--- src/rtl/fetch_stage_if.sv ---
// Bundle of the fetch stage's control, training, imem and IF/ID signals.
// The slave side is the fetch stage; the master side is the hazard unit, ID and the imem model.
interface fetch_stage_if;
  logic        pc_write;
  logic        ifid_write;
  logic        ifid_flush;
  logic        redirect_valid;
  logic [31:0] redirect_pc;
  logic        upd_valid;
  logic [31:0] upd_pc;
  logic        upd_taken;
  logic [31:0] upd_target;
  logic [31:0] imem_addr;
  logic [31:0] imem_rdata;
  logic [31:0] pc;
  logic [31:0] ifid_instr;
  logic [31:0] ifid_pc4;
  logic        ifid_pred_taken;
  logic [31:0] ifid_pred_target;

  modport slave (
    input  pc_write, ifid_write, ifid_flush, redirect_valid, redirect_pc,
    input  upd_valid, upd_pc, upd_taken, upd_target, imem_rdata,
    output imem_addr, pc, ifid_instr, ifid_pc4, ifid_pred_taken, ifid_pred_target
  );

  modport master (
    output pc_write, ifid_write, ifid_flush, redirect_valid, redirect_pc,
    output upd_valid, upd_pc, upd_taken, upd_target, imem_rdata,
    input  imem_addr, pc, ifid_instr, ifid_pc4, ifid_pred_taken, ifid_pred_target
  );
endinterface

--- src/rtl/fetch_stage.sv ---
// MIPS IF stage: PC register, direct-mapped BTB with 2-bit counters, IF/ID register.
// Lookup is combinational on pc; training writes land on the edge, so same-cycle lookups see old contents.
module fetch_btb_entry #(
  parameter int TAG_W = 26
) (
  input  logic             clk,
  input  logic             rst,
  input  logic             upd_en,
  input  logic             upd_taken,
  input  logic [TAG_W-1:0] upd_tag,
  input  logic [31:0]      upd_target,
  output logic             valid,
  output logic [TAG_W-1:0] tag,
  output logic [31:0]      target,
  output logic [1:0]       ctr
);
  typedef enum logic [1:0] {
    STRONG_NT = 2'b00,
    WEAK_NT   = 2'b01,
    WEAK_T    = 2'b10,
    STRONG_T  = 2'b11
  } ctr_e;

  ctr_e state, state_nxt;
  logic hit;

  assign hit = valid && (tag == upd_tag);
  assign ctr = state;

  always_ff @(posedge clk) begin
    if (rst) state <= STRONG_NT;
    else     state <= state_nxt;
  end

  always_comb begin
    state_nxt = state;
    if (upd_en) begin
      if (hit) begin
        if (upd_taken) begin
          case (state)
            STRONG_NT: state_nxt = WEAK_NT;
            WEAK_NT:   state_nxt = WEAK_T;
            default:   state_nxt = STRONG_T;
          endcase
        end else begin
          case (state)
            STRONG_T: state_nxt = WEAK_T;
            WEAK_T:   state_nxt = WEAK_NT;
            default:  state_nxt = STRONG_NT;
          endcase
        end
      end else if (upd_taken) begin
        state_nxt = WEAK_T;
      end
    end
  end

  // A taken update writes tag/target whether it hits (retarget) or misses (allocate).
  always_ff @(posedge clk) begin
    if (rst) begin
      valid  <= 1'b0;
      tag    <= '0;
      target <= '0;
    end else if (upd_en && upd_taken) begin
      valid  <= 1'b1;
      tag    <= upd_tag;
      target <= upd_target;
    end
  end
endmodule

module fetch_stage #(
  parameter logic [31:0] RESET_PC  = 32'h0000_3000,
  parameter int          BTB_IDX_W = 4,
  parameter logic [31:0] NOP_INSTR = 32'h0000_0000
) (
  input  logic       clk,
  input  logic       rst,
  fetch_stage_if.slave bus
);
  localparam int ENTRIES = 2 ** BTB_IDX_W;
  localparam int TAG_W   = 32 - BTB_IDX_W - 2;

  logic [31:0] pc_q;
  logic [31:0] pc4;
  logic [31:0] pred_next;
  logic        pred_taken;
  logic        hit;

  logic [BTB_IDX_W-1:0] idx, upd_idx;
  logic [TAG_W-1:0]     tag, upd_tag;

  logic [ENTRIES-1:0]             btb_valid;
  logic [ENTRIES-1:0][TAG_W-1:0]  btb_tag;
  logic [ENTRIES-1:0][31:0]       btb_target;
  logic [ENTRIES-1:0][1:0]        btb_ctr;

  logic unused_upd_lsb;
  assign unused_upd_lsb = ^bus.upd_pc[1:0];

  assign idx     = pc_q[BTB_IDX_W+1:2];
  assign tag     = pc_q[31:BTB_IDX_W+2];
  assign upd_idx = bus.upd_pc[BTB_IDX_W+1:2];
  assign upd_tag = bus.upd_pc[31:BTB_IDX_W+2];

  genvar e;
  generate
    for (e = 0; e < ENTRIES; e++) begin : g_btb
      localparam logic [BTB_IDX_W-1:0] ENT = e;
      fetch_btb_entry #(.TAG_W(TAG_W)) u_entry (
        .clk        (clk),
        .rst        (rst),
        .upd_en     (bus.upd_valid && (upd_idx == ENT)),
        .upd_taken  (bus.upd_taken),
        .upd_tag    (upd_tag),
        .upd_target (bus.upd_target),
        .valid      (btb_valid[e]),
        .tag        (btb_tag[e]),
        .target     (btb_target[e]),
        .ctr        (btb_ctr[e])
      );
    end
  endgenerate

  assign hit        = btb_valid[idx] && (btb_tag[idx] == tag);
  assign pred_taken = hit && btb_ctr[idx][1];
  assign pc4        = pc_q + 32'd4;
  assign pred_next  = pred_taken ? btb_target[idx] : pc4;

  assign bus.pc        = pc_q;
  assign bus.imem_addr = pc_q;

  // Redirect must win over a stall so a mispredict is never lost behind a load-use hold.
  always_ff @(posedge clk) begin
    if (rst)                     pc_q <= RESET_PC;
    else if (bus.redirect_valid) pc_q <= bus.redirect_pc;
    else if (bus.pc_write)       pc_q <= pred_next;
  end

  always_ff @(posedge clk) begin
    if (rst || bus.ifid_flush || bus.redirect_valid) begin
      bus.ifid_instr       <= NOP_INSTR;
      bus.ifid_pc4         <= '0;
      bus.ifid_pred_taken  <= 1'b0;
      bus.ifid_pred_target <= '0;
    end else if (bus.ifid_write) begin
      bus.ifid_instr       <= bus.imem_rdata;
      bus.ifid_pc4         <= pc4;
      bus.ifid_pred_taken  <= pred_taken;
      bus.ifid_pred_target <= pred_taken ? btb_target[idx] : 32'd0;
    end
  end
endmodule

--- src/flat_wrapper.sv ---
// flat-port wrapper written by rule: the top's interface ports become plain ports
module fetch_stage_flat 
#(
  parameter logic [31:0] RESET_PC  = 32'h0000_3000,
  parameter int          BTB_IDX_W = 4,
  parameter logic [31:0] NOP_INSTR = 32'h0000_0000
)
  (clk, rst, bus_pc_write, bus_ifid_write, bus_ifid_flush, bus_redirect_valid, bus_redirect_pc, bus_upd_valid, bus_upd_pc, bus_upd_taken, bus_upd_target, bus_imem_rdata, bus_imem_addr, bus_pc, bus_ifid_instr, bus_ifid_pc4, bus_ifid_pred_taken, bus_ifid_pred_target);
  fetch_stage_if bus_i ();
  input  logic clk;
  input  logic rst;
  input wire logic [$bits(bus_i.pc_write)-1:0] bus_pc_write;
  input wire logic [$bits(bus_i.ifid_write)-1:0] bus_ifid_write;
  input wire logic [$bits(bus_i.ifid_flush)-1:0] bus_ifid_flush;
  input wire logic [$bits(bus_i.redirect_valid)-1:0] bus_redirect_valid;
  input wire logic [$bits(bus_i.redirect_pc)-1:0] bus_redirect_pc;
  input wire logic [$bits(bus_i.upd_valid)-1:0] bus_upd_valid;
  input wire logic [$bits(bus_i.upd_pc)-1:0] bus_upd_pc;
  input wire logic [$bits(bus_i.upd_taken)-1:0] bus_upd_taken;
  input wire logic [$bits(bus_i.upd_target)-1:0] bus_upd_target;
  input wire logic [$bits(bus_i.imem_rdata)-1:0] bus_imem_rdata;
  output wire logic [$bits(bus_i.imem_addr)-1:0] bus_imem_addr;
  output wire logic [$bits(bus_i.pc)-1:0] bus_pc;
  output wire logic [$bits(bus_i.ifid_instr)-1:0] bus_ifid_instr;
  output wire logic [$bits(bus_i.ifid_pc4)-1:0] bus_ifid_pc4;
  output wire logic [$bits(bus_i.ifid_pred_taken)-1:0] bus_ifid_pred_taken;
  output wire logic [$bits(bus_i.ifid_pred_target)-1:0] bus_ifid_pred_target;
  assign bus_i.pc_write = bus_pc_write;
  assign bus_i.ifid_write = bus_ifid_write;
  assign bus_i.ifid_flush = bus_ifid_flush;
  assign bus_i.redirect_valid = bus_redirect_valid;
  assign bus_i.redirect_pc = bus_redirect_pc;
  assign bus_i.upd_valid = bus_upd_valid;
  assign bus_i.upd_pc = bus_upd_pc;
  assign bus_i.upd_taken = bus_upd_taken;
  assign bus_i.upd_target = bus_upd_target;
  assign bus_i.imem_rdata = bus_imem_rdata;
  assign bus_imem_addr = bus_i.imem_addr;
  assign bus_pc = bus_i.pc;
  assign bus_ifid_instr = bus_i.ifid_instr;
  assign bus_ifid_pc4 = bus_i.ifid_pc4;
  assign bus_ifid_pred_taken = bus_i.ifid_pred_taken;
  assign bus_ifid_pred_target = bus_i.ifid_pred_target;
  fetch_stage #(.RESET_PC(RESET_PC), .BTB_IDX_W(BTB_IDX_W), .NOP_INSTR(NOP_INSTR)) u_core (.clk(clk), .rst(rst), .bus(bus_i));
endmodule
--- config.mk ---
export PLATFORM = sky130hd
export DESIGN_NAME = fetch_stage_flat
export DESIGN_NICKNAME = d
export VERILOG_FILES = /design/src/rtl/fetch_stage_if.sv /design/src/rtl/fetch_stage.sv /design/src/flat_wrapper.sv
export SDC_FILE = /design/constraint.sdc
export NUM_CORES = 2
export LEC_CHECK = 0
export CAP_MARGIN = 20
export CORE_ASPECT_RATIO = 0.5
export CORE_MARGIN = 4
export CORE_UTILIZATION = 45
export CTS_BUF_LIST = sky130_fd_sc_hd__clkbuf_4
export CTS_CLUSTER_DIAMETER = 120
export DETAILED_ROUTE_END_ITERATION = 6
export SLEW_MARGIN = 0
export SYNTH_ARGS = -nofsm -noshare
export SYNTH_HDL_FRONTEND = slang
export SYNTH_HIERARCHICAL = 1
export SYNTH_SLANG_ARGS = --single-unit
--- constraint.sdc ---
create_clock -name clk -period 8.1 [get_ports clk]
set_clock_uncertainty 0.05 [all_clocks]
set_input_delay 0.81 -clock clk [delete_from_list [all_inputs] [get_ports clk]]
set_output_delay 0.81 -clock clk [all_outputs]
set_load 0.005 [all_outputs]
==> flow_metrics.env <==
export IMPL_start_util=0.4574
export IMPL_ys_types=77
export IMPL_hold_path_startpoint="bus_redirect_pc[10]"
export IMPL_min_path_cells=3
export IMPL_peakVddDrop_uv=132.7
export IMPL_wire_per_inst_um=25.14
export IMPL_critPathArrivalTime_ns=6.49
export IMPL_die_h_um=251.1
export IMPL_r2r_start="u_core/bus.imem_addr[2]"
export IMPL_track_usage=0.3203
export IMPL_synth_top_family_by_area="simple AND/OR/NAND/NOR gates"
export IMPL_dr_pass1_iters=7
export IMPL_violations="design-rule violations"
export IMPL_ys_seq_area_frac=0.4159
export IMPL_final_cell_mix="1931 x nand2_1, 1101 x dfxtp_1, 1028 x a21oi_1, 385 x clkbuf_4, 287 x clkdlybuf4s50_1"
export IMPL_layout_commonest_cell="nand2_1"
export IMPL_r2r_cells=10
export IMPL_r2r_end="u_core/bus.imem_addr[5]"
export IMPL_areaGrowthSynthToFinish_pct=12.86
export IMPL_wl_um=206300
export IMPL_core_area_um2=116300
export IMPL_design_area_um2=60020
export IMPL_avgSynthCellArea_um2=8.435
export IMPL_drc=4
export IMPL_io_buffers=294
export IMPL_drtIter0Drc=6197
export IMPL_die_width_um=494.2
export IMPL_synth_top_cell_area_share=0.4159
export IMPL_hp_class="input port to register"
export IMPL_row_count=88
export IMPL_layout_drive_gt1_share=0.1257
export IMPL_worstMarginPinSlew_ns=1.251
export IMPL_dieArea_um2=124100
export IMPL_htreeDepth=5
export IMPL_finalCritPeriodShare=0.6683
export IMPL_cts_tree="done"
export IMPL_synth_flop_cell="dfxtp_1"
export IMPL_synth_seq_cells=1105
export IMPL_setup_viol_count_final=0
export IMPL_clockBufferDepth=4
export IMPL_synth_edf_count=0
export IMPL_clock_sinks=1105
export IMPL_critPathMaxFanout=40
export IMPL_rsz0062_at_grt="false"
export IMPL_maxCapViolations=0
export IMPL_synth_simple_gate_area_frac=0.2009
export IMPL_cts_root_buf="clkbuf_4"
export IMPL_grt_max_degree=261
export IMPL_syn_cell_area_um2=53180
export IMPL_cts_setup_buffers=0
export IMPL_synthAdderAreaFrac=0.0002353
export IMPL_gp_congestion=0.9618
export IMPL_fillers=10840
export IMPL_grt_pass1_vias=46920
export IMPL_overflow=0
export IMPL_antenna_found_initial=18
export IMPL_dp_hpwl_um=125200
export IMPL_postCtsResizedCells=0
export IMPL_grt_pass1_wl_um=300400
export IMPL_final_net_count=6610
export IMPL_num_io_pins=297
export IMPL_powerDensity_nw_per_um2=186.4
export IMPL_synth_largest_area_cell="dfxtp_1"
export IMPL_status="finished, violations left"
export IMPL_whs_endpoint="u_core/bus.imem_addr[10]"
export IMPL_max_clock_freq_mhz=184.7
export IMPL_syn_nets=6442
export IMPL_yosysWarningCount=6
export IMPL_fin_setup_tns_ns=0
export IMPL_end_kind="register"
export IMPL_clock_latency_ns=1.27
export IMPL_leakage_uw=0.01958
export IMPL_rrSetupSlack_ns=2.69
export IMPL_antenna_left=0
export IMPL_synth_compound_area_share=0.1278
export IMPL_synth_xor_area_frac=0.07608
export IMPL_drv_slew=0
export IMPL_vias=48970
export IMPL_numCtsBuffers=276
export IMPL_required_ns=9.18
export IMPL_ys_top_cells_by_area="dfxtp_1 42%, nand2_1 14%, mux4_2 11%, a21oi_1 9.7%, xnor2_1 4.4%"
export IMPL_drt_vias_per_instance=5.967
export IMPL_postSynth_asyncResetShare=0
export IMPL_placed_cell_area_um2=56770
export IMPL_cp_start_kind="register"
export IMPL_path_class="register to register"
export IMPL_clk_pin_slew_ns=0.08
export IMPL_hold_viol_final=0
export IMPL_synthMuxAreaShare=0.1336
export IMPL_synth_cells=6305
export IMPL_post_route_min_period_ns=5.413
export IMPL_relSlewSlack=0.1657
==> logic make-up after synthesis <==
family,after synthesis
xor+xnor,462
buf+inv,555
compound gates,1241
fa+ha+maj,1
mux,374
flops,1105
simple gates,2567
==> what timing repair did <==
item | CTS | global route
hold buffers | 8 | 0
hold endpoints to repair | 78 | 0
setup endpoints to repair | 0 | 0
==> flip-flops by register name (all words and copies together) (netlist names) <==
signal / cells
u_core/g_btb.u_entry/target: 512
u_core/g_btb.u_entry/tag: 416
u_core/bus.ifid_instr: 32
u_core/bus.ifid_pc4: 32
u_core/bus.ifid_pred_target: 32
u_core/bus.imem_addr: 32
u_core/g_btb.u_entry/ctr: 32
u_core/g_btb.u_entry/valid: 16
u_core/bus.ifid_pred_taken: 1
==> metal layers <==
layer / part of all wire / track usage / vias to the layer above
met5: 0.00022 / 0 / -
met3: 0.11 / 0.07880 / 520
met2: 0.44 / 0.4877 / 2791
li1: - / - / 21930
met4: 0.042 / 0.1421 / 8
met1: 0.40 / 0.4326 / 23720
==> layout make-up <==
cell class	instances	area, um^2	share of cell area
Clock inverter	37	197.7	0.003294
Clock buffer	385	2890	0.04815
Inverter	52	197.7	0.003294
Timing Repair Buffer	393	3785	0.06306
Sequential cell	1105	22130	0.3687
Tap cell	1575	1971	0.03283
Antenna cell	14	35.03	0.0005837
Multi-Input combinational cell	4645	28810	0.4800
==> synth_stat cells, types with 48 or more instances <==
| cell | instances |
|---|---|
| a21oi_1 | 1028 |
| nand3_1 | 92 |
| xnor2_1 | 266 |
| dfxtp_1 | 1105 |
| mux2i_1 | 91 |
| buf_2 | 48 |
| buf_1 | 69 |
| nand2_1 | 1947 |
| mux4_2 | 267 |
| nor2_1 | 172 |
| xor2_1 | 196 |
| nand2b_1 | 78 |
| nand4_1 | 75 |
| clkbuf_1 | 328 |
==> critical path, stage by stage, from the launching register on <==
cell and delay, ns:
dfxtp_4 0.71, buf_4 0.49, mux4_2 0.58, a22o_1 0.24, a221oi_1 0.82, xor2_1 0.19
nand4_1 0.20, nor4_1 0.35, and4_2 0.91, mux2_2 0.41, a211oi_1 0.25
==> worst max-delay path by stage <==
stage	startpoint	to	slack, ns	cells after the start
finish	u_core/bus.imem_addr[2]	u_core/bus.imem_addr[5]	2.69	10
global route	u_core/bus.imem_addr[2]	u_core/bus.imem_addr[5]	2.38	10
CTS	u_core/bus.imem_addr[3]	u_core/bus.imem_addr[20]	2.45	11
detailed placement	u_core/bus.imem_addr[3]	u_core/bus.imem_addr[20]	2.49	11
global placement	u_core/bus.imem_addr[3]	u_core/bus.imem_addr[17]	2.56	11
floorplan	u_core/bus.imem_addr[2]	u_core/bus.imem_addr[4]	4.44	13
==> where the power goes <==
part	internal [uW]	switching (uW)	total, uW
logic	403	668	1070
registers	5480	98.7	5580
clock network	2230	2310	4530
==> per-stage QoR <==
| step | setup WS (ns) | total power, uW | util | instances | hold slack [ns] |
|---|---|---|---|---|---|
| floorplan | 4.440 | 6274 | - | 6305 | 0.3831 |
| global placement | 2.563 | 6738 | 0.4883 | 7760 | 0.3880 |
| detailed placement | 2.488 | 6750 | 0.4883 | 7760 | 0.3937 |
| CTS | 2.448 | 11250 | 0.5155 | 8190 | 0.00009182 |
| global route | 2.384 | 11610 | 0.5161 | 8198 | 0.04817 |
| finish | 2.687 | 11190 | 0.5162 | 8206 | 0.1090 |
No activity file was read; power rests on OpenSTA's default activity.
